$ cat src/rtl/tile_sequencer.sv
// Tile sequencer: walks a GEMM job as (nt outer, kt inner) tiles and issues one command per tile.
// Optional build macro TILE_SEQ_PERF_EN adds a busy-cycle counter at CSR 0x40.
module tile_sequencer #(
    parameter int SYSTOLIC_ARRAY_WIDTH = 16,
    parameter int ADDR_WIDTH           = 10,
    parameter int CSR_ADDR_WIDTH       = 8
) (
    input  logic                                  clk,
    input  logic                                  rst_n,
    input  logic [CSR_ADDR_WIDTH-1:0]             csr_addr,
    input  logic                                  csr_wr_en,
    input  logic [31:0]                           csr_wr_data,
    input  logic                                  csr_rd_en,
    output logic [31:0]                           csr_rd_data,
    output logic                                  tile_cmd_valid,
    input  logic                                  tile_cmd_ready,
    output logic [ADDR_WIDTH-1:0]                 tile_addr_a,
    output logic [ADDR_WIDTH-1:0]                 tile_addr_b,
    output logic [ADDR_WIDTH-1:0]                 tile_addr_d,
    output logic [$clog2(SYSTOLIC_ARRAY_WIDTH):0] tile_k_len,
    output logic [$clog2(SYSTOLIC_ARRAY_WIDTH):0] tile_n_len,
    output logic [15:0]                           tile_m_len,
    output logic                                  tile_accum,
    output logic                                  tile_last_k,
    input  logic                                  tile_done,
    output logic                                  irq
);
    localparam int W     = SYSTOLIC_ARRAY_WIDTH;
    localparam int LOG2W = $clog2(W);
    localparam int KLW   = LOG2W + 1;
    localparam int AW    = ADDR_WIDTH;

    localparam logic [CSR_ADDR_WIDTH-1:0] A_CONTROL  = CSR_ADDR_WIDTH'(8'h00);
    localparam logic [CSR_ADDR_WIDTH-1:0] A_STATUS   = CSR_ADDR_WIDTH'(8'h04);
    localparam logic [CSR_ADDR_WIDTH-1:0] A_DIM_M    = CSR_ADDR_WIDTH'(8'h10);
    localparam logic [CSR_ADDR_WIDTH-1:0] A_DIM_K    = CSR_ADDR_WIDTH'(8'h14);
    localparam logic [CSR_ADDR_WIDTH-1:0] A_DIM_N    = CSR_ADDR_WIDTH'(8'h18);
    localparam logic [CSR_ADDR_WIDTH-1:0] A_BASE_A   = CSR_ADDR_WIDTH'(8'h20);
    localparam logic [CSR_ADDR_WIDTH-1:0] A_BASE_B   = CSR_ADDR_WIDTH'(8'h24);
    localparam logic [CSR_ADDR_WIDTH-1:0] A_BASE_D   = CSR_ADDR_WIDTH'(8'h28);
    localparam logic [CSR_ADDR_WIDTH-1:0] A_STRIDE_A = CSR_ADDR_WIDTH'(8'h2C);
    localparam logic [CSR_ADDR_WIDTH-1:0] A_STRIDE_D = CSR_ADDR_WIDTH'(8'h30);
`ifdef TILE_SEQ_PERF_EN
    localparam logic [CSR_ADDR_WIDTH-1:0] A_PERF     = CSR_ADDR_WIDTH'(8'h40);
`endif

    typedef enum logic [2:0] {IDLE, CHECK, ISSUE, WAIT, NEXT, DONE} state_t;
    state_t state, state_next;

    logic [15:0]   dim_m, dim_k, dim_n;
    logic [AW-1:0] base_a, base_b, base_d, stride_a, stride_d;
    logic          done_r, err_r, abort_pend;

    logic [15:0]      m_len_l, tiles_k, tiles_n, kt, nt;
    logic [LOG2W-1:0] k_rem, n_rem;
    logic [AW-1:0]    a_off, b_off, d_off;

    logic        busy, wr_ctrl, start_go, abort_req, abort_any;
    logic        last_k, last_n, dim_zero, err_set;
    logic [16:0] k_sum, n_sum;
    logic        unused_ok;

    assign unused_ok = &{1'b0, csr_rd_en, csr_wr_data};

    assign busy      = (state != IDLE);
    assign wr_ctrl   = csr_wr_en && (csr_addr == A_CONTROL);
    assign start_go  = wr_ctrl && csr_wr_data[0] && (state == IDLE);
    assign abort_req = wr_ctrl && csr_wr_data[1] && (state != IDLE) && (state != DONE);
    assign abort_any = abort_pend || abort_req;
    assign last_k    = (kt == tiles_k - 16'd1);
    assign last_n    = (nt == tiles_n - 16'd1);
    assign dim_zero  = (m_len_l == 16'd0) || (tiles_k == 16'd0) || (tiles_n == 16'd0);
    assign k_sum     = {1'b0, dim_k} + 17'(W - 1);
    assign n_sum     = {1'b0, dim_n} + 17'(W - 1);

    // An abort that lands in NEXT stops before the following tile is issued.
    assign err_set = ((state == CHECK) && dim_zero)
                  || ((state == WAIT) && tile_done && abort_any)
                  || ((state == NEXT) && abort_any);

    always_ff @(posedge clk) begin
        if (!rst_n) state <= IDLE;
        else        state <= state_next;
    end

    always_comb begin
        state_next = state;
        case (state)
            IDLE:    if (start_go) state_next = CHECK;
            CHECK:   state_next = dim_zero ? DONE : ISSUE;
            ISSUE:   if (tile_cmd_ready) state_next = WAIT;
            WAIT:    if (tile_done) state_next = abort_any ? DONE : NEXT;
            NEXT:    state_next = (abort_any || (last_k && last_n)) ? DONE : ISSUE;
            DONE:    state_next = IDLE;
            default: state_next = IDLE;
        endcase
    end

    always_comb begin
        tile_cmd_valid = 1'b0;
        tile_addr_a    = '0;
        tile_addr_b    = '0;
        tile_addr_d    = '0;
        tile_k_len     = '0;
        tile_n_len     = '0;
        tile_m_len     = '0;
        tile_accum     = 1'b0;
        tile_last_k    = 1'b0;
        irq            = (state == DONE);
        if (state == ISSUE) begin
            tile_cmd_valid = 1'b1;
            tile_addr_a    = base_a + a_off;
            tile_addr_b    = base_b + b_off;
            tile_addr_d    = base_d + d_off;
            tile_k_len     = (last_k && k_rem != '0) ? {1'b0, k_rem} : KLW'(W);
            tile_n_len     = (last_n && n_rem != '0) ? {1'b0, n_rem} : KLW'(W);
            tile_m_len     = m_len_l;
            tile_accum     = (kt != 16'd0);
            tile_last_k    = last_k;
        end
    end

    // Host-visible registers and sticky status
    always_ff @(posedge clk) begin
        if (!rst_n) begin
            dim_m      <= '0;
            dim_k      <= '0;
            dim_n      <= '0;
            base_a     <= '0;
            base_b     <= '0;
            base_d     <= '0;
            stride_a   <= '0;
            stride_d   <= '0;
            done_r     <= 1'b0;
            err_r      <= 1'b0;
            abort_pend <= 1'b0;
        end else begin
            if (csr_wr_en) begin
                case (csr_addr)
                    A_DIM_M:    dim_m    <= csr_wr_data[15:0];
                    A_DIM_K:    dim_k    <= csr_wr_data[15:0];
                    A_DIM_N:    dim_n    <= csr_wr_data[15:0];
                    A_BASE_A:   base_a   <= csr_wr_data[AW-1:0];
                    A_BASE_B:   base_b   <= csr_wr_data[AW-1:0];
                    A_BASE_D:   base_d   <= csr_wr_data[AW-1:0];
                    A_STRIDE_A: stride_a <= csr_wr_data[AW-1:0];
                    A_STRIDE_D: stride_d <= csr_wr_data[AW-1:0];
                    A_STATUS: begin
                        if (csr_wr_data[1]) done_r <= 1'b0;
                        if (csr_wr_data[2]) err_r  <= 1'b0;
                    end
                    default: ;
                endcase
            end
            if (start_go) begin
                done_r <= 1'b0;
                err_r  <= 1'b0;
            end
            if (state == DONE) done_r <= 1'b1;
            if (err_set)       err_r  <= 1'b1;
            if (state == IDLE || state == DONE) abort_pend <= 1'b0;
            else if (abort_req)                 abort_pend <= 1'b1;
        end
    end

    // Job snapshot and tile walk; offsets accumulate so no multipliers are needed
    always_ff @(posedge clk) begin
        if (!rst_n) begin
            m_len_l <= '0;
            tiles_k <= '0;
            tiles_n <= '0;
            k_rem   <= '0;
            n_rem   <= '0;
            kt      <= '0;
            nt      <= '0;
            a_off   <= '0;
            b_off   <= '0;
            d_off   <= '0;
        end else if (start_go) begin
            m_len_l <= dim_m;
            tiles_k <= 16'(k_sum >> LOG2W);
            tiles_n <= 16'(n_sum >> LOG2W);
            k_rem   <= dim_k[LOG2W-1:0];
            n_rem   <= dim_n[LOG2W-1:0];
            kt      <= '0;
            nt      <= '0;
            a_off   <= '0;
            b_off   <= '0;
            d_off   <= '0;
        end else if (state == NEXT && state_next == ISSUE) begin
            b_off <= b_off + AW'(W);
            if (last_k) begin
                kt    <= '0;
                a_off <= '0;
                nt    <= nt + 16'd1;
                d_off <= d_off + stride_d;
            end else begin
                kt    <= kt + 16'd1;
                a_off <= a_off + stride_a;
            end
        end
    end

`ifdef TILE_SEQ_PERF_EN
    logic [31:0] cycle_cnt;

    always_ff @(posedge clk) begin
        if (!rst_n)        cycle_cnt <= '0;
        else if (start_go) cycle_cnt <= '0;
        else if (busy)     cycle_cnt <= cycle_cnt + 32'd1;
    end
`endif

    always_comb begin
        csr_rd_data = 32'hDEADBEEF;
        case (csr_addr)
            A_CONTROL:  csr_rd_data = 32'h0;
            A_STATUS:   csr_rd_data = {29'b0, err_r, done_r, busy};
            A_DIM_M:    csr_rd_data = {16'b0, dim_m};
            A_DIM_K:    csr_rd_data = {16'b0, dim_k};
            A_DIM_N:    csr_rd_data = {16'b0, dim_n};
            A_BASE_A:   csr_rd_data = 32'(base_a);
            A_BASE_B:   csr_rd_data = 32'(base_b);
            A_BASE_D:   csr_rd_data = 32'(base_d);
            A_STRIDE_A: csr_rd_data = 32'(stride_a);
            A_STRIDE_D: csr_rd_data = 32'(stride_d);
`ifdef TILE_SEQ_PERF_EN
            A_PERF:     csr_rd_data = cycle_cnt;
`endif
            default:    csr_rd_data = 32'hDEADBEEF;
        endcase
    end
endmodule
$ cat config.mk
export PLATFORM = sky130hd
export DESIGN_NAME = tile_sequencer
export DESIGN_NICKNAME = d
export VERILOG_FILES = /design/src/rtl/tile_sequencer.sv
export SDC_FILE = /design/constraint.sdc
export NUM_CORES = 1
export LEC_CHECK = 0
export ABC_AREA = 1
export CAP_MARGIN = 20
export CORE_MARGIN = 4
export CORE_UTILIZATION = 30
export CTS_CLUSTER_DIAMETER = 60
export CTS_CLUSTER_SIZE = 25
export DETAILED_ROUTE_END_ITERATION = 7
export MAX_ROUTING_LAYER = met4
export PLACE_DENSITY = 0.58
export SLEW_MARGIN = 10
export SYNTH_ARGS = -nofsm -noshare
export SYNTH_HDL_FRONTEND = slang
export SYNTH_SLANG_ARGS = --single-unit
$ cat constraint.sdc
create_clock -name clk -period 8.65 [get_ports clk]
set_input_delay 2.595 -clock clk [delete_from_list [all_inputs] [get_ports clk]]
set_output_delay 2.595 -clock clk [all_outputs]
set_load 0.1 [all_outputs]
Word level (Yosys, flattened, before mapping)
Index checks and enable logic that the tools add are counted.
{ "classes": {"n_eq_ne": 18, "bitwise": 1, "reduce_logical": 49, "mux": 31, "add_sub_neg": 12} }
{ "ops": {"columns": ["operator", "n"], "rows": [
  ["32-bit one-hot mux with 10 select lines", 1],
  ["10-bit adder", 5],
  ["16-bit logical NOT", 3],
  ["8-bit by 6-bit equality test with 1-bit output (second input constant)", 5],
  ["10-bit 2-to-1 mux", 4],
  ["16-bit by 4-bit adder with 17-bit output (second input constant)", 2],
  ["16-bit by 1-bit adder with 16-bit output (second input constant)", 2],
  ["16-bit equality test", 2],
  ["16-bit 2-to-1 mux", 2],
  ["13-bit by 1-bit subtractor with 14-bit output (second input constant)", 2],
  ["8-bit by 5-bit equality test with 1-bit output (second input constant)", 3],
  ["3-bit nonzero test", 7],
  ["5-bit 2-to-1 mux", 4],
  ["2-bit AND reduction", 9],
  ["16-bit nonzero test", 1],
  ["3-bit 2-to-1 mux", 5],
  ["3-bit one-hot mux with 5 select lines", 1],
  ["1-bit logical AND", 14],
  ["1-bit 2-to-1 mux", 14],
  ["10-bit by 5-bit adder with 10-bit output (second input constant)", 1],
  ["3-bit by 2-bit equality test with 1-bit output (second input constant)", 3],
  ["8-bit by 3-bit equality test with 1-bit output (second input constant)", 1],
  ["8-bit logical NOT", 1],
  ["4-bit nonzero test", 2],
  ["other kinds (8)", 17]
]} }
{ "word_totals": {"input_bits": 46, "reg_bits": 216, "elab_cells": 133, "out_inout_bits": 92} }

Longest topological paths before layout
{ "depth": {"ltp_word": 12, "mapped_depth": 17, "mapped_depth_nobuf": 17} }

Worst setup path before layout
OpenSTA, ideal clock, no wires.
{ "synth_timing": {"path_type": "input -> output", "from": "input port csr_addr[1]", "to": "output port csr_rd_data[1]", "required_time_ns": 6.055, "stages": 10, "arrival_ns": 5.502, "path_buffers": 1, "path_slack_ns": 0.553, "path_cell_list": "nor2_1 inv_1 nor3_1 nand2_1 clkinv_1 nor3_1 and3_1 inv_1 buf_2 nand3_1"} }
{ "synth_between": {"elab_chain_cells": 2, "elab_cells_between_ends": 11, "classes_between": "eq/ne: 9; mux: 1; reduce/logical: 1"} }
{ "synth_lines": {"columns": ["element", "line_no", "source"], "rows": [
  ["start, declared", "10", "input logic [CSR_ADDR_WIDTH-1:0] csr_addr,"],
  ["8-bit by 6-bit equality test with 1-bit output, or another cell as far along", "216", "case (csr_addr)"],
  ["32-bit one-hot mux with 10 select lines (*)", "216", null],
  ["end, declared", "14", "output logic [31:0] csr_rd_data,"]
]} }
Every way passes the cells marked *; elsewhere a longest branch is shown, timed or not.

Worst setup path after layout
{ "layout_timing": {"from": "input port csr_addr[0]", "to": "output port csr_rd_data[0]"} }
The elaborated chain is that of the path after synthesis.

==> metrics.txt <==
wl on met1=19970 µm; post-synth top area share=0.3262; Synth area leader=dfxtp_1; Worst Hold Depth=2; outcome=finished clean; H-tree depth=1; max cap viols=0; clock sink total=212; hold slack=492.3 ps; Post-synth EDFFs=0; Tmin final=8054 ps; total chip power=0.002170 W; ys flop type=dfxtp_1; Die ar.=46760 µm²; top post-synthesis cells by area=dfxtp_1 33%, nand2_1 10%, inv_1 8.4%, a21oi_1 8.0%, o21ai_0 5.5%; CP peak stage delay=450 ps; drt first pass iters=5; area of the multi-input gates=7186 µm²; worst path bufs/invs=6; Post-synth ARST share=0; slowest CP cell=clkdlybuf4s50_1; CP required=6060 ps; Critical Path AT=5460 ps; Yosys reg bits=212; Crit Path Max Fanout=14; total global-route track usage=0.1937; unrepaired setup endpoints after global routing=no; CTS Buf Count=24; Rel. slew slack=0.2665; Final HPWL DP=34300 µm; sequential share of the synthesized area=0.3262; Hold Path Class=reg2reg; total grt overflow=0; most numerous cell in the Yosys netlist=nand2_1; P_int=0.001579 W; met3 wire length=2297 µm; crit path cell chain=clkdlybuf4s50_1 -> nor2_1 -> inv_1 -> nor3_1 -> inv_1 -> nor2_1 -> buf_4 -> nor3_1 -> and3_1 -> inv_1 -> o2111ai_1 -> buf_12; Core Area=42980 µm²; worst skew pair latency=550 ps; IO Count=138; R2R setup slack=4940 ps; DRC viols=0; first-pass GRT wire length=70790 µm; Synth Cell Area=13010 µm²; Net Sw Frac=0.2723; CP Class=in2out; die width=216.2 µm; pwr dens=139.4 nW/µm²; vias in the first global route=12.66k; Final TNS setup=0 ps; Nets=2118; Top delay family on crit path=buffers and inverters; Layout area overhead=19.68%; Fmax=124.2 MHz; top layer in use=met4; fin area=15570 µm²; Gate power share=0.051; Cells after Synth=1952; cell mode on critical path=inv_1; Reg2Reg Depth=14; Site Rows=76; Bufs on Longest Clock Path=3; LEAKAGE=6.329 nW; Worst-Margin Slew=1100 ps; Final Slew Violations=0; share of layout cells above drive strength 1=0.06771; Die H=216.2 µm; Final Skew=33.50 ps; Post-DP Area=14700 µm²; setup ws final=595.9 ps; Levels on crit path=12; net switching power=0.0005908 W; Worst setup SP type=primary input; top cells by count, synth=356 x nand2_1, 290 x inv_1, 212 x dfxtp_1; post_cts resized=0; Final GP Congestion=0.9274; DR WL/cell=17.27 µm; Routed WL=45290 µm; hold buffer count at CTS=0; power share of the clock group=0.499; Final Setup Violations=0; FF+latch area=4244 µm²; largest net degree at the start of global routing=92; Netlist cell types=53; met2 routed WL=21680 µm; Setup Buffers After CTS=0; Starting DRT DRC Count=1006; Syn Area/Cell=6.665 µm²; Max VDD drop=0.1325 mV; vias after detailed routing=13.15k; CTS tree=built; CP Capture Type=primary output; antenna violations before repair=0; antenna viol nets, final=0; Initial Util=0.3027; I/O Buffers=115; DR vias/cell=5.011; Final period util=0.9311; ant diodes=0; Synth warnings=0; clock slew at reported path FFs=70 ps; Setup WS pre-CTS=608.7 ps; root buf cell=clkbuf_16; Filler Cell Count=4652; Fin. Hold Viols=0; Flop pwr share=0.450
layout by cell type (no fill, tap or decap), types with 25 or more instances in the layout:
| cell | instances |
|---|---|
| a21oi_1 | 209 |
| nor2_1 | 178 |
| nand3_1 | 103 |
| o22ai_1 | 51 |
| clkbuf_16 | 25 |
| nand4_1 | 43 |
| dfxtp_1 | 212 |
| xor2_1 | 48 |
| ha_1 | 47 |
| o21ai_0 | 142 |
| inv_1 | 290 |
| nor3_1 | 27 |
| clkdlybuf4s50_1 | 87 |
| nand2_1 | 355 |
| buf_4 | 28 |
per-layer routing:
layer,GRT usage,vias up
met5,-,-
met2,0.3320,368
met1,0.2404,6098
li1,-,6592
met4,0.05483,0
met3,0.02538,87
power groups by stage:
| stage | clock [W] | sequential, W | combinational, W |
|---|---|---|---|
| global route | 0.00115 | 0.000977 | 0.000115 |
| detailed placement | 0 | 0.00100 | 0.000109 |
| CTS | 0.00111 | 0.000977 | 0.000110 |
| finish | 0.00108 | 0.000977 | 0.000110 |
| floorplan | 0 | 0.000999 | 0.0000665 |
| global placement | 0 | 0.00100 | 0.000109 |
cell type report:
cell class,instances,share of cell area
flip-flops and latches,212,0.2726
well taps,585,0.04701
inverters,303,0.07313
clock inverters,18,0.01366
repair buffers,133,0.09105
multi-input cells,1346,0.4615
clock buffers,26,0.04106
logic make-up after synthesis:
logic type / Yosys count / share of synthesized area
simple gates: 769 / 0.2594
fa+ha+maj: 52 / 0.05289
xor+xnor: 67 / 0.04626
compound gates: 453 / 0.1918
other cells: 1 / 0.0002882
buf+inv: 398 / 0.1232
flops: 212 / 0.3262
metrics by stage:
stage            util  cells
6_report       0.3623   2623
5_1_grt        0.3623   2623
4_1_cts        0.3618   2621
3_5_place_dp   0.3420   2577
3_3_place_gp   0.3420   2577
2_1_floorplan       -   1956
path summary, 6_finish.rpt:
path | startpoint | endpoint
setup / recovery | csr_addr[0] | csr_rd_data[0]
hold / removal | base_d[9]$_SDFFE_PN0P_ | base_d[9]$_SDFFE_PN0P_
setup reg to reg | tiles_k[1]$_SDFFE_PN0P_ | nt[4]$_SDFFE_PP0P_
hold reg to reg | base_d[9]$_SDFFE_PN0P_ | base_d[9]$_SDFFE_PN0P_
registers in the layout (all words and copies together), names as in the netlist, 13 cells and up:
register  cells
dim_k        16
dim_m        16
dim_n        16
kt           16
m_len_l      16
nt           16
tiles_k      13
tiles_n      13
tightest hold or removal path, delay by kind of cell (launching register included):
family,cells,cell delay (ps)
DFF,1,320
buffers and inverters,1,70
AOI/OAI and AO/OA,1,60
No activity file was read; power rests on OpenSTA's default activity.
